**src/rtl/mul_unit.sv**
```systemverilog
// Iterative shift-add multiplier for the Execute stage: MUL, MLA and UMULL-class
// operations over WIDTH cycles, with N/Z flag generation and a combinational stall.
module mul_unit #(
    parameter int WIDTH = 32
) (
    input  logic             clk,
    input  logic             reset,
    input  logic             StartE,
    input  logic             AccE,
    input  logic             LongE,
    input  logic             SetFlagsE,
    input  logic             FlushE,
    input  logic [WIDTH-1:0] SrcAE,
    input  logic [WIDTH-1:0] SrcBE,
    input  logic [WIDTH-1:0] SrcCE,
    output logic             BusyE,
    output logic             DoneM,
    output logic [WIDTH-1:0] ResultLo,
    output logic [WIDTH-1:0] ResultHi,
    output logic [3:0]       MulFlags,
    output logic [1:0]       MulFlagWrite
);

    localparam int CW = (WIDTH > 1) ? $clog2(WIDTH) : 1;

    typedef enum logic [1:0] {IDLE, RUN, DONE} state_t;

    state_t state_q, state_d;

    logic [WIDTH-1:0]   a_q, a_d;
    logic [WIDTH-1:0]   b_q, b_d;
    logic               long_q, long_d;
    logic               setf_q, setf_d;
    logic [2*WIDTH-1:0] p_q, p_d;
    logic [CW-1:0]      cnt_q, cnt_d;
    logic [WIDTH-1:0]   lo_q, lo_d;
    logic [WIDTH-1:0]   hi_q, hi_d;
    logic [3:0]         flags_q, flags_d;
    logic               done_q, done_d;
    logic [1:0]         fw_q, fw_d;

    logic               accept;
    logic               last;
    logic               finish;
    logic [2*WIDTH-1:0] addend;
    logic [2*WIDTH-1:0] p_sum;

    always_comb begin
        accept = StartE && !FlushE && (state_q != RUN);
        last   = (cnt_q == CW'(WIDTH - 1));
        finish = (state_q == RUN) && !FlushE && last;
        addend = b_q[cnt_q] ? ({{WIDTH{1'b0}}, a_q} << cnt_q) : '0;
        p_sum  = p_q + addend;
    end

    always_ff @(posedge clk or posedge reset) begin
        if (reset) begin
            state_q <= IDLE;
        end else begin
            state_q <= state_d;
        end
    end

    always_comb begin
        state_d = state_q;
        case (state_q)
            IDLE:    if (accept) state_d = RUN;
            RUN: begin
                if (FlushE)    state_d = IDLE;
                else if (last) state_d = DONE;
            end
            DONE:    state_d = accept ? RUN : IDLE;
            default: state_d = IDLE;
        endcase
    end

    // Result registers only move on a completed iteration sequence, so the previous
    // product stays visible while a back-to-back operation is being accepted.
    always_comb begin
        a_d     = a_q;
        b_d     = b_q;
        long_d  = long_q;
        setf_d  = setf_q;
        p_d     = p_q;
        cnt_d   = cnt_q;
        lo_d    = lo_q;
        hi_d    = hi_q;
        flags_d = flags_q;
        done_d  = finish;
        fw_d    = (finish && setf_q) ? 2'b10 : 2'b00;

        if (accept) begin
            a_d    = SrcAE;
            b_d    = SrcBE;
            long_d = LongE;
            setf_d = SetFlagsE;
            p_d    = AccE ? {{WIDTH{1'b0}}, SrcCE} : '0;
            cnt_d  = '0;
        end else if (state_q == RUN) begin
            p_d   = p_sum;
            cnt_d = cnt_q + CW'(1);
        end

        if (finish) begin
            lo_d = p_sum[WIDTH-1:0];
            hi_d = long_q ? p_sum[2*WIDTH-1:WIDTH] : '0;
            if (long_q) begin
                flags_d = {p_sum[2*WIDTH-1], (p_sum == '0), 2'b00};
            end else begin
                flags_d = {p_sum[WIDTH-1], (p_sum[WIDTH-1:0] == '0), 2'b00};
            end
        end
    end

    always_ff @(posedge clk or posedge reset) begin
        if (reset) begin
            a_q     <= '0;
            b_q     <= '0;
            long_q  <= 1'b0;
            setf_q  <= 1'b0;
            p_q     <= '0;
            cnt_q   <= '0;
            lo_q    <= '0;
            hi_q    <= '0;
            flags_q <= '0;
            done_q  <= 1'b0;
            fw_q    <= 2'b00;
        end else begin
            a_q     <= a_d;
            b_q     <= b_d;
            long_q  <= long_d;
            setf_q  <= setf_d;
            p_q     <= p_d;
            cnt_q   <= cnt_d;
            lo_q    <= lo_d;
            hi_q    <= hi_d;
            flags_q <= flags_d;
            done_q  <= done_d;
            fw_q    <= fw_d;
        end
    end

    // BusyE is the only combinational output: it must stall the issuing instruction
    // in the very cycle it is presented.
    always_comb begin
        BusyE        = (state_q == RUN) || accept;
        DoneM        = done_q;
        ResultLo     = lo_q;
        ResultHi     = hi_q;
        MulFlags     = flags_q;
        MulFlagWrite = fw_q;
    end

endmodule

```
**config.mk**
```make
export PLATFORM = sky130hd
export DESIGN_NAME = mul_unit
export DESIGN_NICKNAME = d
export VERILOG_FILES = /design/src/rtl/mul_unit.sv
export SDC_FILE = /design/constraint.sdc
export NUM_CORES = 1
export LEC_CHECK = 0
export ABC_AREA = 1
export CORE_ASPECT_RATIO = 1.5
export CORE_UTILIZATION = 50
export CTS_CLUSTER_DIAMETER = 50
export DETAILED_ROUTE_END_ITERATION = 10
export PLACE_DENSITY = 0.75
export SYNTH_ARGS = -nofsm -noshare
export SYNTH_HDL_FRONTEND = slang
export SYNTH_SLANG_ARGS = --single-unit
```
**constraint.sdc**
```tcl
create_clock -name clk -period 7.7 [get_ports clk]
set_input_delay 1.925 -clock clk [delete_from_list [all_inputs] [get_ports clk]]
set_output_delay 1.925 -clock clk [all_outputs]
set_load 0.05 [all_outputs]
```
Yosys cells after proc, flatten, opt, wreduce, memory -nomap -nowiden
Index checks and enable logic that the tools add are counted.
{ "word_totals": {"in_bits": 103, "reg_bits": 208, "wordCells": 50, "output_inout_bits": 72} }
{ "classes": {"eq_ne": 6, "add_sub_neg": 2, "magnitude_cmp": 1, "n_mux": 16, "shift": 1, "reduce_logical": 12} }
{ "op_table": {"columns": ["cell", "n"], "rows": [
  ["$mux W64", 3],
  ["$add A64 B64 Y64", 1],
  ["$logic_not A64 Y1", 1],
  ["$mux W32", 2],
  ["$shl A32 B5 Y64", 1],
  ["$logic_not A32 Y1", 1],
  ["$mux W5", 2],
  ["$mux W2", 4],
  ["$lt A5 B6 Y1 const B", 1],
  ["$pmux W2 S3", 1],
  ["$add A5 B1 Y5 const B", 1],
  ["$bmux W1 S5", 1],
  ["$eq A5 B5 Y1 const B", 1],
  ["$logic_and A1 B1 Y1", 5],
  ["$mux W4", 1],
  ["$ne A3 B3 Y1 const B", 1],
  ["$eq A2 B1 Y1 const B", 1],
  ["$eq A2 B2 Y1 const B", 1],
  ["$logic_not A2 Y1", 1],
  ["$mux W1", 2],
  ["$ne A2 B1 Y1 const B", 1],
  ["$ne A2 B2 Y1 const B", 1],
  ["$reduce_and A2 Y1", 1],
  ["$reduce_bool A2 Y1", 1],
  ["2 further kinds", 2]
]} }

Longest topological paths before layout
{ "depth": {"ltp_word": 6, "mapped_depth": 37, "mapped_depth_nobuf": 34} }

Worst setup path after synthesis
No wires, ideal clock.
{ "synth_path": {"path_type": "input-to-output", "startpoint": "input port FlushE", "endpoint": "output port BusyE", "stages": 4, "path_buffers": 1, "slack_ns": 2.943, "t_required_ns": 5.775, "arrival_time_ns": 2.832, "path_cell_list": "inv_1 -> nand2_1 -> nand2_1 -> clkbuf_1"} }
{ "synth_between": {"elab_chain_cells": 4} }
{ "synth_lines": {"columns": ["item", "line_no", "source"], "rows": [
  ["start: declaration", "12", "input logic FlushE,"],
  ["$logic_not A1 Y1", "49", "accept = StartE && !FlushE && (state_q != RUN);"],
  ["$logic_and A1 B1 Y1 (2 in series)", "49", null],
  ["$logic_or A1 B1 Y1", "146", "BusyE = (state_q == RUN) || accept;"],
  ["end: declaration", "16", "output logic BusyE,"]
]} }
No other way between the ends.

Worst setup path in the final report
{ "layout_path": {"startpoint": "register cnt_q[2]", "endpoint": "register flags_q[2], in the netlist MulFlags[2]"} }
{ "layout_between": {"elab_chain_cells": 6, "word_cells_on_any_way": 10, "cone_classes": "add/sub: 1; eq/ne: 1; shift: 1; mux: 4; reduce/logical: 3"} }
{ "layout_lines": {"columns": ["item", "line_no", "source"], "rows": [
  ["start: declaration", "35", "logic [CW-1:0] cnt_q, cnt_d;"],
  ["start signal: assignment", "134", "cnt_q <= cnt_d;"],
  ["$bmux W1 S5", "52", "addend = b_q[cnt_q] ? ({{WIDTH{1'b0}}, a_q} << cnt_q) : '0;"],
  ["$mux W1 (implied by the code)", "52", null],
  ["$mux W64", "52", null],
  ["$add A64 B64 Y64", "53", "p_sum = p_q + addend;"],
  ["$logic_not A64 Y1 / $logic_not A32 Y1 (equally long branches)", "108, 110", null],
  ["$mux W4", "107", "if (long_q) begin"],
  ["end signal: assignment", "137", "flags_q <= flags_d;"],
  ["end: declaration", "38", "logic [3:0] flags_q, flags_d;"]
]} }
Several ways; a longest one is shown, not always the timed one. The select of a mux whose other input is x is not followed.
A chain may end at the register's enable or synchronous reset.

==> reports/metrics.yaml <==
antenna_found_initial: 1
worstMarginPinSlew_ns: 1.17
p_switching_mw: 4.10
synthXorXnorAreaFrac_pct: 1.58
die_h_um: 226
hp-class: "flop to flop"
setup_violations: 0
num_io_pins: 175
wl_um: 60000
clock_skew_ns: 0.0329
ys.flop_type: "dfrtp_1"
synth.area.top_cells: "dfrtp_1 31%, nand2_1 25%, inv_1 9.3%"
setup_slack_ns: 1.44
ys_seq_elements: 205
period_needed_ns: 6.26
root_buffer: "clkbuf_16"
synth.distinct_cells: 45
async_flop_share_pct: 100
initial_utilization_pct: 50.9
grt_max_degree: 108
worstPathArrival_ns: 6.77
synth-edff-count: 0
gp_routability_congestion: 1.10
cts-buffers-inserted: 22
final_cell_mix: "1114 x nand2_1, 411 x inv_1, 218 x o21ai_0"
endpoint_kind: "flop"
muxShareOfSynthArea_pct: 0.480
syn_to_final_growth_pct: 16.6
fp.coreArea_um2: 32700
slowest_delay_ns: 0.89
fin_tns_setup_ns: 0
power_density_nw_per_um2: 389
rsz0062_at_grt: "false"
grt_usage_pct: 35.9
yosys.area_share.simple_pct: 39.0
fmax_mhz: 160
drv_slew: 0
syn-instance-count: 2757
clkPwrFrac_pct: 15.7
htree_levels: 1
ctsHoldBuffers: 0
yosysTopAreaCell: "dfrtp_1"
cts_buffer_depth: 3
ant_nets: 0
critPathSlowestCell: "o21ai_2"
power_leakage_nw: 10.6
p_sw_share_pct: 54.3
first_pass_iters: 6
grt_pass1_wl_um: 92500
pre_cts_ws_ns: 1.73
synth_top_cell_area_share_pct: 30.8
cts.sinks: 205
hpwl_um: 48800
syn_area_um2: 16700
timing.final.crit_share_pct: 81.4
gr-total-overflow: 0
crit_path_start_kind: "flop"
ir_worst_vdd_mv: 0.224
cts_setup_buffers: 0
ys_seq_area_share_pct: 30.8
crit_top_cell: "nand2_1"
num_rows: 81
clock_latency_ns: 0.56
vias_per_cell: 5.38
relSlewSlack_pct: 22.0
p_int_mw: 3.46
crit_fanout: 43
cts_resized: 0
worstSetupPathType: "flop to flop"
drtIter0Drc: 1352
portBuffers: 171
wire_per_inst_um: 18.2
grt_pass1_vias: 17100
synth_top_family_by_area: "simple AND/OR/NAND/NOR gates"
drv_cap: 0
synthAdderAreaFrac_pct: 5.00
clkTransAtPathRegs_ns: 0.06
chipWidth_um: 151
vias: 17800
cts_tree: "done"
final_hold_viol_count: 0
p_seq_share_pct: 19.1
post-route-drc-count: 0
synth_compound_area_share_pct: 11.0
r2r_slack_ns: 1.44
layout-drive-gt1-share_pct: 5.51
avgSynthCellArea_um2: 6.05
timing.hold.ws_ns: 0.466
synth_warnings: 0
critPathRequiredTime_ns: 8.20
final_nets: 3043
die_area_um2: 34100
run_status: "finished clean"
comb_power_share_pct: 65.3
layout_commonest_cell: "nand2_1"
[cell usage after synthesis, types with 2 or more instances]
master	instances
nand2_1	1114
inv_1	412
o21ai_0	218
dfrtp_1	205
nor2_1	192
a21oi_1	102
nand3_1	94
ha_1	65
clkbuf_1	58
nor3_1	38
nand2_2	30
nor2_2	23
xnor2_1	18
inv_2	17
nand4_1	17
or2_2	16
buf_2	14
nor4_1	13
buf_1	12
xor2_1	12
nand3_2	9
o21ai_1	9
buf_4	8
mux2i_1	8
nor2_4	7
nand3b_1	6
a31oi_1	5
and2_1	5
o211ai_1	5
a22oi_1	4
and3_1	3
nor3_2	3
a22o_1	2
o22ai_1	2
[area by class of cell]
cell class / instances / area [um2]
Timing Repair Buffer: 184 / 1820
Tap cell: 415 / 519
Inverter: 430 / 1620
Sequential cell: 205 / 5130
Clock buffer: 27 / 599
Multi-Input combinational cell: 2031 / 9550
Antenna cell: 1 / 2.50
Fill cell: 3210 / 13300
Clock inverter: 9 / 188
[state kept, by name (all words and copies together) (netlist names)]
register,cells
ResultLo,32
ResultHi,32
MulFlagWrite,1
long_q,1
a_q,32
cnt_q,5
state_q,2
DoneM,1
b_q,32
setf_q,1
MulFlags,2
p_q,64
[metal layers]
metal  vias to the layer above  GRT usage, %  routed length [um]
met2                       680          61.4               29200
met3                       217          6.14                3890
met5                         -             0                   0
met4                         0          24.5                4580
li1                       8735             -                   -
met1                      8137          40.3               22300
[through the flow]
step / cells / util [%] / power (mW) / area, um2
final: 3302 / 59.4 / 7.56 / 19400
after global routing: 3301 / 59.3 / 8.09 / 19400
after CTS: 3301 / 59.3 / 7.46 / 19400
after detailed placement: 3265 / 56.9 / 6.26 / 18600
after global placement: 3265 / 56.9 / 6.20 / 18600
after floorplan: 2759 / - / 4.76 / 16700
[power by group through the flow]
stage | Clock, mW | Combinational (mW) | Sequential, mW
finish | 1.18 | 4.93 | 1.44
detailed placement | 0 | 4.81 | 1.45
floorplan | 0 | 3.29 | 1.47
CTS | 1.20 | 4.83 | 1.44
global route | 1.24 | 5.39 | 1.46
global placement | 0 | 4.75 | 1.45
[worst max-delay path, delay by kind of cell, from the launching register on]
kind	cells	cell delay (ns)
AND/OR/NAND/NOR	17	2.91
AO/OA/AOI/OAI	4	1.51
buffers and inverters	5	1.17
flip-flops	1	0.33
adder cells (fa/ha/maj)	1	0.23
[kinds of logic (layout without fill, tap and decap cells)]
family	count (synthesis)	in the layout
AND/OR/NAND/NOR	1572	1572
AO/OA/AOI/OAI	352	352
multiplexers	8	8
flip-flops	205	205
buffers and inverters	523	650
adder cells (fa/ha/maj)	66	66
XOR/XNOR	30	30
other	1	4
[worst paths after layout]
kind	from	to	depth (start not counted)
worst min register to register	b_q[18]$_DFFE_PP0P_	b_q[18]$_DFFE_PP0P_	2
min in group asynchronous	reset	setf_q$_DFFE_PP0P_	2
max in group asynchronous	reset	ResultHi[18]$_DFFE_PP0P_	3
worst max register to register	cnt_q[2]$_DFFE_PP0P_	MulFlags[2]$_DFFE_PP0P_	27
worst max-delay path	cnt_q[2]$_DFFE_PP0P_	MulFlags[2]$_DFFE_PP0P_	27
worst min-delay path	b_q[18]$_DFFE_PP0P_	b_q[18]$_DFFE_PP0P_	2
No activity file was read; power rests on OpenSTA's default activity.
